`src/rtl/rat_maze_solver_if.sv`:
```
// Maze memory bus between the DFS solver (master) and the 1-bit-per-cell maze store (slave).
// D_out is combinational and answers the X/Y address in the same cycle as RD.
interface rat_maze_solver_if #(
  parameter int AW = 4
);
  logic [AW-1:0] X;
  logic [AW-1:0] Y;
  logic          D_out;
  logic          D_in;
  logic          RD;
  logic          WR;

  modport master (
    output X, Y, D_in, RD, WR,
    input  D_out
  );

  modport slave (
    input  X, Y, D_in, RD, WR,
    output D_out
  );
endinterface

```
`src/rtl/rat_maze_solver.sv`:
```
// Depth-first maze solver from (0,0) to (N-1,N-1); one cycle per CHECK/STEP/BACK, then replays moves on Run.
// No backpressure: the maze memory answers combinationally, and Start/Run are level requests.
module rat_maze_solver #(
  parameter int N     = 16,
  parameter int AW    = 4,
  parameter int DEPTH = 256
) (
  input  logic                CLK,
  input  logic                RST,
  input  logic                Start,
  input  logic                Run,
  output logic                Fail,
  output logic                Done,
  output logic [1:0]          Move,
  rat_maze_solver_if.master   mem
);
  localparam int SPW = $clog2(DEPTH);
  localparam logic [AW-1:0] LAST = AW'(N - 1);

  typedef enum logic [2:0] {
    S_IDLE, S_INIT, S_CHECK, S_STEP, S_BACK, S_DONE, S_SHOW, S_FAIL
  } state_t;

  state_t         r_state, w_state_nxt;
  logic [AW-1:0]  r_x, r_y, w_x_nxt, w_y_nxt;
  logic [1:0]     r_dir, w_dir_nxt;
  logic [SPW-1:0] r_sp, w_sp_nxt;
  logic [SPW-1:0] r_idx, w_idx_nxt;
  logic [1:0]     r_stack [DEPTH];
  logic           w_push;

  logic [AW-1:0]  w_nx, w_ny;
  logic           w_oob;
  logic [1:0]     w_top;

  // Neighbour of the current cell in the direction being tried.
  always_comb begin
    w_nx  = r_x;
    w_ny  = r_y;
    w_oob = 1'b0;
    case (r_dir)
      2'd0: begin w_oob = (r_y == '0);   w_ny = r_y - AW'(1); end
      2'd1: begin w_oob = (r_x == LAST); w_nx = r_x + AW'(1); end
      2'd2: begin w_oob = (r_x == '0);   w_nx = r_x - AW'(1); end
      default: begin w_oob = (r_y == LAST); w_ny = r_y + AW'(1); end
    endcase
  end

  assign w_top = r_stack[r_sp - SPW'(1)];

  always_comb begin
    w_state_nxt = r_state;
    w_x_nxt     = r_x;
    w_y_nxt     = r_y;
    w_dir_nxt   = r_dir;
    w_sp_nxt    = r_sp;
    w_idx_nxt   = r_idx;
    w_push      = 1'b0;
    mem.X       = r_x;
    mem.Y       = r_y;
    mem.RD      = 1'b0;
    mem.WR      = 1'b0;
    mem.D_in    = 1'b0;
    Done        = 1'b0;
    Fail        = 1'b0;
    Move        = 2'd0;
    case (r_state)
      S_IDLE: begin
        if (Start) w_state_nxt = S_INIT;
      end
      S_INIT: begin
        mem.WR      = 1'b1;
        mem.D_in    = 1'b1;
        mem.X       = '0;
        mem.Y       = '0;
        w_x_nxt     = '0;
        w_y_nxt     = '0;
        w_sp_nxt    = '0;
        w_dir_nxt   = 2'd0;
        w_state_nxt = S_CHECK;
      end
      S_CHECK: begin
        if (!w_oob) begin
          mem.RD = 1'b1;
          mem.X  = w_nx;
          mem.Y  = w_ny;
        end
        if (w_oob || mem.D_out) begin
          if (r_dir == 2'd3) w_state_nxt = S_BACK;
          else               w_dir_nxt   = r_dir + 2'd1;
        end else begin
          w_state_nxt = S_STEP;
        end
      end
      S_STEP: begin
        mem.WR   = 1'b1;
        mem.D_in = 1'b1;
        mem.X    = w_nx;
        mem.Y    = w_ny;
        w_push   = 1'b1;
        w_sp_nxt = r_sp + SPW'(1);
        w_x_nxt  = w_nx;
        w_y_nxt  = w_ny;
        if (w_nx == LAST && w_ny == LAST) begin
          w_state_nxt = S_DONE;
        end else begin
          w_dir_nxt   = 2'd0;
          w_state_nxt = S_CHECK;
        end
      end
      S_BACK: begin
        if (r_sp == '0) begin
          w_state_nxt = S_FAIL;
        end else begin
          w_sp_nxt = r_sp - SPW'(1);
          case (w_top)
            2'd0:    w_y_nxt = r_y + AW'(1);
            2'd1:    w_x_nxt = r_x - AW'(1);
            2'd2:    w_x_nxt = r_x + AW'(1);
            default: w_y_nxt = r_y - AW'(1);
          endcase
          // A popped "down" means the parent has exhausted every direction too.
          if (w_top != 2'd3) begin
            w_dir_nxt   = w_top + 2'd1;
            w_state_nxt = S_CHECK;
          end
        end
      end
      S_DONE: begin
        Done = 1'b1;
        if (Run) begin
          w_idx_nxt   = '0;
          w_state_nxt = S_SHOW;
        end
      end
      S_SHOW: begin
        Done      = 1'b1;
        Move      = r_stack[r_idx];
        w_idx_nxt = r_idx + SPW'(1);
        if (r_idx == r_sp - SPW'(1)) w_state_nxt = S_DONE;
      end
      S_FAIL: begin
        Fail = 1'b1;
      end
      default: w_state_nxt = S_IDLE;
    endcase
  end

  always_ff @(posedge CLK or negedge RST) begin
    if (!RST) begin
      r_state <= S_IDLE;
      r_x     <= '0;
      r_y     <= '0;
      r_dir   <= 2'd0;
      r_sp    <= '0;
      r_idx   <= '0;
    end else begin
      r_state <= w_state_nxt;
      r_x     <= w_x_nxt;
      r_y     <= w_y_nxt;
      r_dir   <= w_dir_nxt;
      r_sp    <= w_sp_nxt;
      r_idx   <= w_idx_nxt;
    end
  end

  always_ff @(posedge CLK) begin
    if (w_push) r_stack[r_sp] <= r_dir;
  end
endmodule

```
`src/flat_wrapper.sv`:
```
// flat-port wrapper written by rule: the top's interface ports become plain ports
module rat_maze_solver_flat 
#(
  parameter int N     = 16,
  parameter int AW    = 4,
  parameter int DEPTH = 256
)
  (CLK, RST, Start, Run, Fail, Done, Move, mem_X, mem_Y, mem_D_in, mem_RD, mem_WR, mem_D_out);
  rat_maze_solver_if #(.AW(AW)) mem_i ();
  input  logic CLK;
  input  logic RST;
  input  logic Start;
  input  logic Run;
  output logic Fail;
  output logic Done;
  output logic [1:0] Move;
  output wire logic [$bits(mem_i.X)-1:0] mem_X;
  output wire logic [$bits(mem_i.Y)-1:0] mem_Y;
  output wire logic [$bits(mem_i.D_in)-1:0] mem_D_in;
  output wire logic [$bits(mem_i.RD)-1:0] mem_RD;
  output wire logic [$bits(mem_i.WR)-1:0] mem_WR;
  input wire logic [$bits(mem_i.D_out)-1:0] mem_D_out;
  assign mem_X = mem_i.X;
  assign mem_Y = mem_i.Y;
  assign mem_D_in = mem_i.D_in;
  assign mem_RD = mem_i.RD;
  assign mem_WR = mem_i.WR;
  assign mem_i.D_out = mem_D_out;
  rat_maze_solver #(.N(N), .AW(AW), .DEPTH(DEPTH)) u_core (.CLK(CLK), .RST(RST), .Start(Start), .Run(Run), .Fail(Fail), .Done(Done), .Move(Move), .mem(mem_i));
endmodule
```
`config.mk`:
```
export PLATFORM = sky130hd
export DESIGN_NAME = rat_maze_solver_flat
export DESIGN_NICKNAME = d
export VERILOG_FILES = /design/src/rtl/rat_maze_solver_if.sv /design/src/rtl/rat_maze_solver.sv /design/src/flat_wrapper.sv
export SDC_FILE = /design/constraint.sdc
export NUM_CORES = 1
export LEC_CHECK = 0
export CAP_MARGIN = 0
export CORE_MARGIN = 10
export CORE_UTILIZATION = 43
export DETAILED_ROUTE_END_ITERATION = 6
export PLACE_DENSITY = 0.61
export SETUP_SLACK_MARGIN = 0.15
export SLEW_MARGIN = 5
export SYNTH_ARGS = -nofsm -noshare
export SYNTH_HDL_FRONTEND = slang
export SYNTH_SLANG_ARGS = --single-unit
```
`constraint.sdc`:
```
create_clock -name CLK -period 11.09 [get_ports CLK]
set_input_delay 2.218 -clock CLK [delete_from_list [all_inputs] [get_ports CLK]]
set_output_delay 2.218 -clock CLK [all_outputs]
set_load 0.02 [all_outputs]
```
==> Flow_metrics.wiki <==
{| class="wikitable"
! Metric !! Value
|-
| Largest fanout of any net on the critical path || 50
|-
| Num rows || 93
|-
| Initial antenna violation count || 0
|-
| Clock insertion delay at the later pin of the skew report || ~630 ps
|-
| Status || finished clean
|-
| Number of buffers inserted to repair setup after CTS || 0
|-
| Horizontal extent of the die || 274 um
|-
| Number of global-route vias before repair || 17200
|-
| Post-CTS Resized || 0
|-
| Initial cell density of the core || 0.432
|-
| DP HPWL || around 48000 um
|-
| Most common flop cell mapped by yosys || edfxtp_1
|-
| Max-cap violation count || 0
|-
| Unrepaired setup endpoints after global routing || no
|-
| Routed wire length || around 80000 um
|-
| Post-DR wirelength/cell || about 30 um
|-
| Average size of a mapped cell || 15.3 um2
|-
| Area Overhead vs Synth || 10.3%
|-
| WP data required || a little under 9000 ps
|-
| Num CTS Buffers || 56
|-
| Cell accounting for the most synthesized area || edfxtp_1
|-
| Via count || ~18000
|-
| First-pass iteration count of the detailed router || 6
|-
| Cell with the most instances after synthesis || edfxtp_1
|-
| Number of fill cells || approximately 5500
|-
| Number of unique standard cell types used by synthesis || roughly 70
|-
| Final Hold Fails || 0
|-
| Synthesized netlist net count || around 1800
|-
| Storage cell area || roughly 0.016 mm2
|-
| Overflow left after global routing || 0
|-
| Proportion of register bits with asynchronous set or reset after synthesis || 0.0536
|-
| Classification of the worst setup path || flip-flop to output pin
|-
| Yosys warning total || 0
|-
| Post-DRT Antenna Nets || 0
|-
| Maximum clock path buffer count || 3
|-
| Mapped Area || 0.0278 mm2
|-
| Sink count of the clock tree || between 500 and 600
|-
| Leak Pwr || between 8 and 9 nW
|-
| Sum Neg Setup Slack || 0 ps
|-
| Register area share after synthesis || 0.580
|-
| Clock Skews || 22.6 ps
|-
| Cell count after synthesis || ~1800
|-
| Top Family by Delay on Critical Path || multiplexers
|-
| Share of Yosys cell area claimed by the top area cell type || 0.554
|-
| Crit path top cell by count || mux4_2
|-
| Post-synthesis sequential element count || between 500 and 600
|-
| Routed via count divided by cell count || around 6.6
|-
| TritonCTS clock tree || built
|-
| Clock Root Buffer || clkbuf_16
|-
| Largest cells by area after synthesis || edfxtp_1 (55%), mux4_2 (23%), nor2_1 (4.2%), dfrtp_1 (2.6%), nand2_1 (2.0%)
|-
| Utilization of the core after routing || 0.477
|-
| First-pass GRT wire length || roughly 120000 um
|-
| CP Data Arrival Time || about 5400 ps
|-
| Post-synth top cells || edfxtp_1 (512), nor2_1 (311), mux4_2 (286)
|-
| Delay of the slowest critical-path stage || roughly 900 ps
|-
| DRC Markers || 0
|-
| DIE AREA || between 0.07 and 0.08 mm2
|-
| Power density normalized to cell area || ~170 mW/mm2
|-
| Critical path, cell by cell || buf_4 > mux4_2 > mux4_2 > mux4_2 > mux4_2 > and2_1 > clkdlybuf4s50_1
|-
| All-layer global routing usage || 0.211
|-
| Largest net degree at the start of global routing || 119
|-
| Reg clk slew, reported paths || roughly 70 ps
|-
| Number of buffers added on ports || 19
|-
| Violation count after the first detailed-routing iteration || between 2000 and 3000
|-
| # nets final || between 1500 and 2000
|-
| Core Box Area || 0.0642 mm2
|-
| Max_slew headroom || 0.194
|-
| Critical path launch point type || flip-flop
|-
| Quantity of hold-fixing buffers added after cts || 0
|-
| Share of final-layout standard cells stronger than drive strength 1 || 0.251
|-
| Part of the cycle the worst path needs || 0.687
|-
| Vertical extent of the die || 274 um
|-
| Endpoint type of the worst setup path || output pin
|-
| Achievable Freq || 0.131 GHz
|-
| Slowest cell on crit path || dfrtp_4
|-
| Peak ir drop on the vdd network || around 0.11 mV
|-
| Multi-input logic area || 0.0110 mm2
|-
| CTS HTree Levels || 2
|-
| HP Class || flip-flop to flip-flop
|-
| Number of top-level pins || 20
|-
| Number of synthesized flops with an enable pin || ~510
|-
| Number of buffer and inverter instances along the worst setup path || 2
|-
| Total count of max-transition violations in the final report || 0
|-
| Transition time at the pin with the least slew margin || approximately 1200 ps
|-
| Placer congestion estimate || 0.869
|-
| Final Setup Violations || 0
|-
| Post-route minimum period || ~7600 ps
|}
layout make-up:
cell class | instances | area share
Inverter | 18 | 0.00221
Sequential cell | 541 | 0.527
Multi-Input combinational cell | 1109 | 0.359
Clock buffer | 69 | 0.0497
Antenna cell | 1 | 0.0000817
Timing Repair Buffer | 52 | 0.0143
Clock inverter | 35 | 0.0129
Tap cell | 855 | 0.0349
path summary, 6_finish.rpt:
kind,from,depth (start not counted),end,slack [ps]
setup / recovery,u_core.r_idx[0],7,Move[0],3480
hold / removal,u_core.r_idx[7],1,u_core.r_idx[7],600
setup reg to reg,u_core.r_sp[0],16,u_core.r_dir[1],4830
hold reg to reg,u_core.r_idx[7],1,u_core.r_idx[7],600
max in group asynchronous,RST,2,u_core.r_idx[1],8690
min in group asynchronous,RST,2,u_core.r_x[1],2020
stage by stage:
step	power, mW	instance area, um2	std cells	hold slack (ps)	setup slack, ps
after global placement	3.40	28700	2575	570	4030
after CTS	5.36	30600	2679	602	3340
after detailed placement	3.42	28700	2575	592	4010
after global routing	5.52	30600	2679	630	3210
after floorplan	3.19	27800	1820	525	3210
final	5.35	30600	2680	602	3480
where the power goes:
group          switching, mW  internal (mW)  leakage [nW]
registers              0.128           2.36          4.42
clock network          0.827           1.14         0.936
logic                  0.473          0.414          3.22
total                   1.43           3.92          8.57
layout by cell type (no fill, tap or decap), types with 12 or more instances in the layout:
cell and n:
edfxtp_1 512, nor2_1 311, mux4_2 286, nand2_1 136, clkbuf_16 57, nand3_1 37
o21ai_0 35, mux2i_1 33, buf_4 33, dfrtp_1 22, a21oi_1 21, clkdlybuf4s50_1 19
ha_1 17, inv_1 16, a32oi_1 14, xnor2_1 13, clkinv_2 12
logic make-up (layout without fill, tap and decap cells):
family                     count (synthesis)  count (layout)  synth area share
and+or+nand+nor                          577             577            0.0882
DFF                                      541             541             0.580
muxes                                    325             325             0.246
buffers and inverters                    170             174            0.0261
AOI/OAI and AO/OA                        166             166            0.0435
xor gates and xnor gates                  23              23           0.00753
adders and majority gates                 18              18           0.00811
other                                      0               1                 0
state kept, by name, summed over array words and instances (netlist names):
signal,cells
u_core.r_stack,512
u_core.r_idx,8
u_core.r_sp,8
u_core.r_x,4
u_core.r_y,4
u_core.r_state,3
u_core.r_dir,2
layer usage:
layer	GRT usage	share of wire	vias up	routed length, um
li1	-	-	7180	-
met1	0.294	0.40	9263	31700
met2	0.328	0.47	1076	37200
met3	0.0424	0.099	179	7880
met4	0.0717	0.037	0	2960
met5	0	0	-	0
Power figures use the tool's default switching activity.
==> edit, RTL diff (same flow settings) <==
`r_sp` no longer has a reset.
--- a/src/rtl/rat_maze_solver.sv
+++ b/src/rtl/rat_maze_solver.sv
@@ -152,16 +152,18 @@
       r_x     <= '0;
       r_y     <= '0;
       r_dir   <= 2'd0;
-      r_sp    <= '0;
       r_idx   <= '0;
     end else begin
       r_state <= w_state_nxt;
       r_x     <= w_x_nxt;
       r_y     <= w_y_nxt;
       r_dir   <= w_dir_nxt;
-      r_sp    <= w_sp_nxt;
       r_idx   <= w_idx_nxt;
     end
+  end
+
+  always_ff @(posedge CLK) begin
+    r_sp <= w_sp_nxt;
   end
 
   always_ff @(posedge CLK) begin
Check against the original RTL: same outputs for any inputs over 4 cycles, from zero or initial values and one cycle with RST low; that may be too few to reach the edited logic, so the function may still have changed.
==> edit against the original RTL <==
Final cell count grew 2.8%; worst hold slack gained 0.027 ns; sequential cell count stayed put; highest routed layer unchanged; first-iteration DRC count decreased by 9.8%; setup slack worse by 0.13 ns; wire length is 2.3% higher; die area barely moved; cell area increased by 0.33%; area after synthesis about the same.
Power is not compared: it rests on default switching activity, and its combinational part moved more than twofold at a synthesized area within 25%.
==> edit: results (changes against the original RTL) <==
** Synth
- Count of distinct cell types in the synthesized netlist :: 69 (-2.8%)
- The post-synthesis compound-gate area fraction is 4.54% (+0.19 points).
- Area share of xor/xnor cells in the synthesized design :: 0.856% (+0.10 points)
- Ranked by total cell area, the synthesized netlist is headed by sky130_fd_sc_hd__edfxtp_1 56%, sky130_fd_sc_hd__mux4_2 21%, sky130_fd_sc_hd__nor2_1 3.9%, sky130_fd_sc_hd__nand2_1 2.7%, sky130_fd_sc_hd__dfrtp_1 1.9%.
- The sequential share of the synthesized area was 58.1% (+0.094 points).
- Arithmetic-cell share of the synthesized area counting full adders, half adders and majority gates :: 0.811% (about the same)
- The share of synthesized registers carrying an async set or reset is 3.88% (-1.5 points).
- Most used standard cells in the synthesized netlist :: 520 x sky130_fd_sc_hd__edfxtp_1, 292 x sky130_fd_sc_hd__nor2_1, 264 x sky130_fd_sc_hd__mux4_2

** Layout
- Clock buffers :: 70 (+1.4%)
- Portion of the layout cell area used by clock cells :: 6.28% (+0.020 points)
- Area of the multi-input gates :: 0.0110 mm² (-0.11%)
- Non-clock buffering overhead :: 1.60% (+0.17 points)
- Inverters :: 21 (+3)
- Diode count :: 0 (-1)
- The final layout net count was 1875 (+4.1%).
- The count of filler cells inserted in the layout was 5456 (+0.055%).
- The share of post-route cells with drive strength above 1 is 22.7% (-2.3 points).
- The area taken by flip-flops and latches was 0.0162 mm² (+0.23%).
- Buffers outside the clock class :: 55 (+5.8%)

** Global routing
- Met3 track demand over resource in global routing :: 4.79% (+0.55 points)
- Global Route met2 Usage :: 34.3% (+1.5 points)
- The largest net degree at the start of global routing was 134 (+13%).
- The global-route met1 utilization is 28.8% (-0.55 points).
- First-pass GRT wire length :: 121 mm (+2.4%)
- Total GRT Usage :: 21.7% (+0.62 points)

** Critical path
- Worst reg-to-reg setup slack :: 4.83 ns (about the same)
- Worst Path Arrival :: 5.52 ns (+0.12 ns)
- The worst-path maximum fanout is 76 (+52%).
- Slowest Stage Delay on Critical Path :: 1.15 ns (+0.25 ns)

** Status
- The flow ran to the end, and the final reports show no timing, DRC or antenna violations.

** Timing
- The worst slew margin relative to its limit came to 15.8% (-3.7 points).
- Setup Skew :: 0.0307 ns (+0.00808 ns)
- The least setup slack across all paths after layout is 3.35 ns (-0.129 ns).

** Drt
- DR pass1 iterations :: 7 (+1)
- The initial DRC count was 2273 (-9.8%).
- The met3 wire length came to 7.88 mm (about the same).
- The wire length on met2 is 38.4 mm (+3.2%).
- Total routed wirelength :: 81.6 mm (+2.3%)
- The detailed-route via count is 18100 (+2.0%).
- Wl on met1 :: 31.5 mm (-0.63%)

** CTS
- Total CTS buffers :: 57 (+1.8%)

** Placed design
- Post-placement setup slack :: 4.11 ns (+0.107 ns)
- Final weighted congestion in routability-driven placement :: 0.867 (-0.24%)
- HPWL after detailed placement :: 48.8 mm (+2.0%)
[edit: per-stage QoR]
stage | utilization (%) | std cells | hold slack [ns] | cell area (µm²)
detailed placement | 44.8 | 2647 | 0.611 | 28800
global placement | 44.8 | 2647 | 0.582 | 28800
CTS | 47.8 | 2753 | 0.624 | 30700
finish | 47.8 | 2754 | 0.630 | 30700
floorplan | - | 1893 | 0.526 | 27800
global route | 47.8 | 2754 | 0.684 | 30700
[edit: path summary, 6_finish.rpt]
path,start,end,depth (start not counted)
max,u_core.r_idx[1],Move[0],7
min,u_core.r_x[1],u_core.r_x[1],2
max reg2reg,u_core.r_sp[0],u_core.r_y[3],16
min reg2reg,u_core.r_x[1],u_core.r_x[1],2
max in group asynchronous,RST,u_core.r_idx[0],2
min in group asynchronous,RST,u_core.r_idx[2],2
